## config.mk

```make
export PLATFORM = sky130hd
export DESIGN_NAME = csa_acc
export DESIGN_NICKNAME = d
export VERILOG_FILES = /design/src/rtl/csa_pkg.sv /design/src/rtl/csa_row.sv /design/src/rtl/csa_acc.sv
export SDC_FILE = /design/constraint.sdc
export NUM_CORES = 1
export LEC_CHECK = 0
export BUFFER_PORTS_ARGS = -buffer_cell sky130_fd_sc_hd__clkbuf_2
export CAP_MARGIN = 0
export CORE_MARGIN = 3
export CORE_UTILIZATION = 64
export CTS_BUF_LIST = sky130_fd_sc_hd__clkbuf_8
export DETAILED_ROUTE_END_ITERATION = 8
export PLACE_DENSITY = 0.89
export SETUP_SLACK_MARGIN = 0.02
export SLEW_MARGIN = 20
export SYNTH_ARGS = -nofsm -noshare
export SYNTH_HDL_FRONTEND = slang
export SYNTH_SLANG_ARGS = --single-unit
```

## constraint.sdc

```tcl
create_clock -name clk_i -period 3.9 [get_ports clk_i]
set_clock_uncertainty 0.15 [all_clocks]
set_input_delay 0.39 -clock clk_i [delete_from_list [all_inputs] [get_ports clk_i]]
set_output_delay 0.39 -clock clk_i [all_outputs]
set_load 0.02 [all_outputs]
```

## src/rtl/csa_pkg.sv

```systemverilog
// Shared types and default sizing for the carry-save accumulator.
package csa_pkg;

  typedef enum logic [1:0] {
    IDLE,
    ACC,
    RESOLVE,
    DONE
  } state_t;

  localparam int unsigned W_DEF   = 16;
  localparam int unsigned ACC_EXT = 8;
  localparam int unsigned AW_DEF  = W_DEF + ACC_EXT;
  localparam int unsigned CW_DEF  = 8;

endpackage

```

## src/rtl/csa_row.sv

```systemverilog
// One row of independent full adders: reduces three N-bit vectors to a sum and a carry vector.
module csa_row
  import csa_pkg::*;
#(
  parameter int unsigned N = AW_DEF
) (
  input  logic [N-1:0] x,
  input  logic [N-1:0] y,
  input  logic [N-1:0] z,
  output logic [N-1:0] s,
  output logic [N-1:0] c
);

  always_comb begin
    s = x ^ y ^ z;
    c = (x & y) | (x & z) | (y & z);
  end

endmodule

```

## src/rtl/csa_acc.sv

```systemverilog
// Carry-save accumulator with a single carry-propagate resolve step and valid/ready result handoff.
// Define CSA_ACC_SIGNED_EN to sign-extend operands (two's-complement result); default is zero-extension.
module csa_acc
  import csa_pkg::*;
#(
  parameter int unsigned W  = W_DEF,
  parameter int unsigned AW = W + ACC_EXT,
  parameter int unsigned CW = CW_DEF
) (
  input  logic          clk_i,
  input  logic          reset_i,
  input  logic          start_i,
  input  logic          in_valid_i,
  output logic          in_ready_o,
  input  logic [W-1:0]  operand_i,
  input  logic          flush_i,
  output logic          res_valid_o,
  input  logic          res_ready_i,
  output logic [AW-1:0] result_o,
  output logic [CW-1:0] count_o
  ,output logic         busy_o
);

  state_t        state_q, state_d;
  logic [AW-1:0] sum_q, carry_q;
  logic [AW-1:0] ext_op, carry_sh, csa_s, csa_c;
  logic          accept;

`ifdef CSA_ACC_SIGNED_EN
  assign ext_op = {{(AW-W){operand_i[W-1]}}, operand_i};
`else
  assign ext_op = {{(AW-W){1'b0}}, operand_i};
`endif

  // Carry is stored unshifted; its top bit falls off here (mod 2^AW).
  assign carry_sh = {carry_q[AW-2:0], 1'b0};

  csa_row #(.N(AW)) u_row (
    .x(ext_op),
    .y(sum_q),
    .z(carry_sh),
    .s(csa_s),
    .c(csa_c)
  );

  assign in_ready_o  = (state_q == ACC);
  assign res_valid_o = (state_q == DONE);
  assign busy_o      = (state_q == ACC) || (state_q == RESOLVE);
  assign accept      = in_valid_i && in_ready_o;

  always_ff @(posedge clk_i) begin
    if (!reset_i) state_q <= IDLE;
    else          state_q <= state_d;
  end

  always_comb begin
    state_d = state_q;
    if (start_i) begin
      state_d = ACC;
    end else begin
      unique case (state_q)
        IDLE:    state_d = IDLE;
        ACC:     if (flush_i) state_d = RESOLVE;
        RESOLVE: state_d = DONE;
        DONE:    if (res_ready_i) state_d = IDLE;
        default: state_d = IDLE;
      endcase
    end
  end

  always_ff @(posedge clk_i) begin
    if (!reset_i) begin
      sum_q    <= '0;
      carry_q  <= '0;
      count_o  <= '0;
      result_o <= '0;
    end else if (start_i) begin
      sum_q   <= '0;
      carry_q <= '0;
      count_o <= '0;
    end else begin
      if (accept) begin
        sum_q   <= csa_s;
        carry_q <= csa_c;
        count_o <= count_o + CW'(1);
      end
      if (state_q == RESOLVE) result_o <= sum_q + carry_sh;
    end
  end

endmodule

```

After elaboration in Yosys (flattened, before gate mapping):

Index checks and enable logic that the tools add are counted.

* register bits after elaboration: 81
* output and inout bits: 35
* word-level logic and storage cells: 35
* bits of input ports: 22

* bitwise gates (word level): 9
* add/subtract/negate cells: 2
* eq/ne operators: 7
* muxes and demuxes: 4
* reductions and logical operators: 7

Operators by type and width (number)
* $and 16x23->23: 2
* $or 23x23->23: 2
* $add 24x24->24: 1
* $xor 16x24->24: 1
* $xor 24x24->24: 1
* $and 23x23->23: 1
* $add 8x1->8 const B: 1
* $pmux 2 s4: 1
* $ne 3x2->1 const B: 2
* $reduce_and 2->1: 3
* $eq 2x2->1 const B: 2
* $mux 2: 2
* $ne 2x1->1 const B: 2
* $eq 2x1->1 const B: 1
* $logic_not 2->1: 1
* $not 1->1: 2
* $reduce_or 2->1: 1
* $logic_and 1x1->1: 1
* $logic_or 1x1->1: 1
* $mux 1: 1

Logic depth before layout (Yosys ltp):

* word-level depth: 3
* mapped depth: 10
* depth with buffers taken out: 10

Modules after synthesis:

A second synthesis with hierarchy kept.

* cell total of the unflattened synthesis: 553
* area total of the unflattened synthesis: 4693.3 um^2

Modules (own cells, without submodules)
* csa_acc: instances 1, cells each 529, seq. area each 1621.6 um^2, area each 4212.8 um^2
* csa_row: instances 1, cells each 24, seq. area each 0.0 um^2, area each 480.5 um^2

Least setup slack after synthesis:

No wires, ideal clock.

* path kind: register to register
* start: register sum_q[1]
* end: register result_o[21]
* path buffers: 0
* setup slack: 1534 ps
* cell stages (with the launch flop): 11
* data arrival time: 2129 ps
* data required time: 3663 ps
* library setup time: 87 ps
* period minus slack after synthesis: 2366 ps
* cells stage by stage: dfxtp_1 ha_1 inv_1 fa_1 nor2b_1 o2111ai_1 a21oi_1 o31a_1 o21ai_1 and3b_1 o31ai_1

* longest elaborated chain between the ends: 1

RTL lines
* start: declaration: line csa_acc.sv:25 `logic [AW-1:0] sum_q, carry_q;`
* start signal: assignment: line csa_acc.sv:83 `sum_q <= csa_s;`
* $add 24x24->24: line csa_acc.sv:87 `if (state_q == RESOLVE) result_o <= sum_q + carry_sh;`
* end signal: assignment: line csa_acc.sv:87
* end: declaration: line csa_acc.sv:19 `output logic [AW-1:0] result_o,`

No other way between the ends.
A chain may end at the register's enable or synchronous reset.

Worst setup path after layout:

Ends and elaborated chain as after synthesis.

==> results.sh <==
export IMPL_grt_max_degree=56
export IMPL_boundaryPins=57
export IMPL_dp_cells=636
export IMPL_vias=3713
export IMPL_wire_per_inst_um=14.2
export IMPL_top_layer="met4"
export IMPL_antenna_found_initial=0
export IMPL_drc=0
export IMPL_final_cell_mix="nand2_1 (141), a21oi_1 (81), dfxtp_1 (81), clkbuf_2 (56), ha_1 (27)"
export IMPL_rr_worst_depth=10
export IMPL_finalNonFillerCells=651
export IMPL_final_area_mm2=0.00481
export IMPL_cp_slowest_cell="dfxtp_1"
export IMPL_num_rows=29
export IMPL_r2r_end="result_o[21]"
export IMPL_postCtsHoldBufs=0
export IMPL_finalSetupViolCount=0
export IMPL_drt_iter0_markers=211
export IMPL_grtUsageTotal_pct=25.2
export IMPL_final_nets=635
export IMPL_r2r_start="sum_q[1]"
export IMPL_route_met2_wl_um=4300
export IMPL_maxSlewHeadroom_pct=49.0
export IMPL_power_leakage_nw=2.00
export IMPL_setup_worst_path_class="flop to flop"
export IMPL_port_buffers=56
export IMPL_hold_path_cell_count=3
export IMPL_drt_total_wl_um=9270
export IMPL_die_height_um=88.1
export IMPL_synth_adder_area_share_pct=15.3
export IMPL_cts_tree="built"
export IMPL_place_detailed_hpwl_um=6790
export IMPL_power_density_mw_per_mm2=318
export IMPL_slew_viol_final=0
export IMPL_postSynthCellCount=525
export IMPL_synth_seq_cells=81
export IMPL_yosys_area_share_xor_xnor_pct=3.86
export IMPL_cp_max_fo=5
export IMPL_start_util_pct=66.8
export IMPL_post_dp_cell_area_mm2=0.00462
export IMPL_synth_compound_area_share_pct=19.6
export IMPL_status="completed"
export IMPL_place_congestion=0.861
export IMPL_fp_dieW_um=88.1
export IMPL_cp_endpoint="result_o[21]"
export IMPL_setup_slack_ps=1230
export IMPL_period_share_pct=68.4
export IMPL_antennaDiodeCount=0
export IMPL_start_kind="flop"
export IMPL_detail_route_antenna_nets=0
export IMPL_area_delta_synth_final_pct=11.6
export IMPL_post_cts_buffers=0
export IMPL_grt_pass1_vias=3491
export IMPL_synth_nets=590
export IMPL_core_area_mm2=0.00646
export IMPL_root_buffer="clkbuf_8"
export IMPL_ir_worst_vdd_mv=0.223
export IMPL_final_common_cell="nand2_1"
export IMPL_seq_area_frac_synth_pct=37.6
export IMPL_timing_reg2reg_setup_slack_ps=1230
export IMPL_fp_dieArea_mm2=0.00776
export IMPL_crit_family="compound AO/OA/AOI/OAI gates"
export IMPL_worst_slew_pin_slew_ps=765
export IMPL_viasPerCell=5.70
export IMPL_cp_end_kind="flop"
export IMPL_post_place_ws_ps=1260
export IMPL_crit_chain="ha_1 -> inv_1 -> fa_1 -> nor2b_1 -> o2111ai_1 -> a21oi_1 -> o31a_1 -> o21ai_1 -> and3b_1 -> o31ai_1"
export IMPL_grt_overflow=0
export IMPL_synth_area_mm2=0.00432
export IMPL_synth_top_family_by_area="simple AND/OR/NAND/NOR gates"
export IMPL_yosys_area_share_simple_pct=19.7
export IMPL_final_min_clock_period_ps=2670
export IMPL_grt_pass1_wl_um=15500
export IMPL_cp_num_cells=10
export IMPL_max_freq_ghz=0.375
export IMPL_cts_resized=0
export IMPL_fillers=512
export IMPL_crit_required_ps=4020
export IMPL_htreeDepth=3
export IMPL_seq_area_mm2=0.00162
export IMPL_dr_pass1_iters=5
export IMPL_yosysUniqueCellTypes=44
export IMPL_crit_buf_inv=1
export IMPL_drive_gt1_share_pct=13.8
export IMPL_dr_wl_met3_um=466
export IMPL_syn_avg_cell_area_um2=8.22
export IMPL_path_clk_slew_ps=90
export IMPL_clockBufferDepth=2
export IMPL_min_path_type="primary input to flop"
export IMPL_cts_sinks=81
export IMPL_synthMuxAreaShare_pct=0.464
export IMPL_critPathArrivalTime_ps=2790
export IMPL_rsz0062_at_grt="no"
export IMPL_cts_made_buffers=9
export IMPL_critPathLaunch="sum_q[1]"
export IMPL_wl_met1_um=4330
export IMPL_slowest_delay_ps=400
export IMPL_setup_tns_final_ps=0
export IMPL_clk_latency_ps=360
export IMPL_drv_cap=0
export IMPL_final_hold_violation_count=0
export IMPL_multiInputGateArea_mm2=0.00254
export IMPL_ys_warn_count=0
[state kept, by name, summed over array words and instances (netlist names)]
| signal | flops |
|---|---|
| result_o | 24 |
| sum_q | 24 |
| carry_q | 23 |
| count_o | 8 |
| state_q | 2 |
[final cells by class]
cell class / count / share of cell area [%]
multi-input combinational: 405 / 52.8
sequential: 81 / 33.7
timing repair buffer: 60 / 6.44
clock buffer: 10 / 2.86
tap: 77 / 2.00
clock inverter: 5 / 1.17
inverter: 13 / 1.01
[report_power, final]
| group | switching (W) | internal, W | total (W) |
|---|---|---|---|
| Combinational | 0.0000628 | 0.0000280 | 0.0000909 |
| Clock | 0.000295 | 0.000308 | 0.000603 |
| Sequential | 0.00000542 | 0.000832 | 0.000837 |
| Total | 0.000363 | 0.00117 | 0.00153 |
[worst min path at each step]
stage,startpoint,endpoint,slack [ps]
floorplan,carry_q[15],carry_q[15],290
global placement,result_o[20],result_o[20],290
detailed placement,result_o[18],result_o[18],300
CTS,start_i,state_q[0],160
global route,start_i,state_q[0],190
finish,start_i,state_q[0],180
[routing by layer]
metal	vias to the layer above	global-route usage, %
li1	1880	-
met1	1710	34.0
met2	111	40.5
met3	12	3.95
met4	0	10.2
met5	-	0
[cells in the mapped netlist]
cell type / n / share of area [%]
and2_1: 2 / 0.29
o311ai_1: 1 / 0.20
or2_1: 1 / 0.15
nand2_1: 141 / 12
nand2b_1: 1 / 0.15
nand4_1: 7 / 1.0
a41oi_2: 1 / 0.38
o21ai_1: 5 / 0.58
nor2b_1: 4 / 0.58
a31oi_4: 1 / 0.49
o21ai_0: 11 / 1.3
dfxtp_1: 81 / 38
nor2_1: 18 / 1.6
a211oi_1: 6 / 1.0
and3b_1: 1 / 0.20
and4b_1: 1 / 0.23
buf_4: 1 / 0.17
o21bai_1: 3 / 0.52
and3_2: 1 / 0.17
and3_1: 3 / 0.43
o31ai_1: 3 / 0.52
clkbuf_1: 22 / 1.9
o31a_1: 3 / 0.61
or3_1: 5 / 0.72
ha_1: 27 / 7.8
nand3_1: 7 / 0.81
fa_1: 16 / 7.4
inv_1: 13 / 1.1
xor2_1: 7 / 1.4
a21o_1: 14 / 2.4
a31oi_1: 2 / 0.29
buf_1: 3 / 0.26
mux2i_1: 2 / 0.46
o22ai_1: 1 / 0.15
o41a_4: 1 / 0.49
o2111ai_1: 1 / 0.20
o21a_1: 2 / 0.35
a21boi_0: 2 / 0.35
nor3_1: 7 / 0.81
xnor2_1: 12 / 2.4
a21boi_1: 1 / 0.17
nand3b_1: 2 / 0.35
a21oi_1: 81 / 9.4
a22oi_1: 1 / 0.17
[worst register-to-register path, cell delays in order (launching register included)]
cell and delay, ps:
dfxtp_1 400, ha_1 190, inv_1 60, fa_1 390, nor2b_1 230, o2111ai_1 180
a21oi_1 330, o31a_1 210, o21ai_1 80, and3b_1 180, o31ai_1 200
[metrics by stage]
stage / total power [W] / utilization [%] / hold slack [ps]
finish: 0.00153 / 74.5 / 180
global route: 0.00158 / 74.5 / 187
CTS: 0.00154 / 74.5 / 163
detailed placement: 0.000946 / 71.5 / 296
global placement: 0.000942 / 71.5 / 288
floorplan: 0.000913 / - / 290
[logic make-up (layout without fill, tap and decap cells)]
family                     Yosys count  count (layout)
AOI/OAI and AO/OA                  140             140
xor gates and xnor gates            19              19
adders and majority gates           43              43
buffers and inverters               39              88
DFF                                 81              81
muxes                                2               2
and+or+nand+nor                    201             201
No activity file was read; power rests on OpenSTA's default activity.
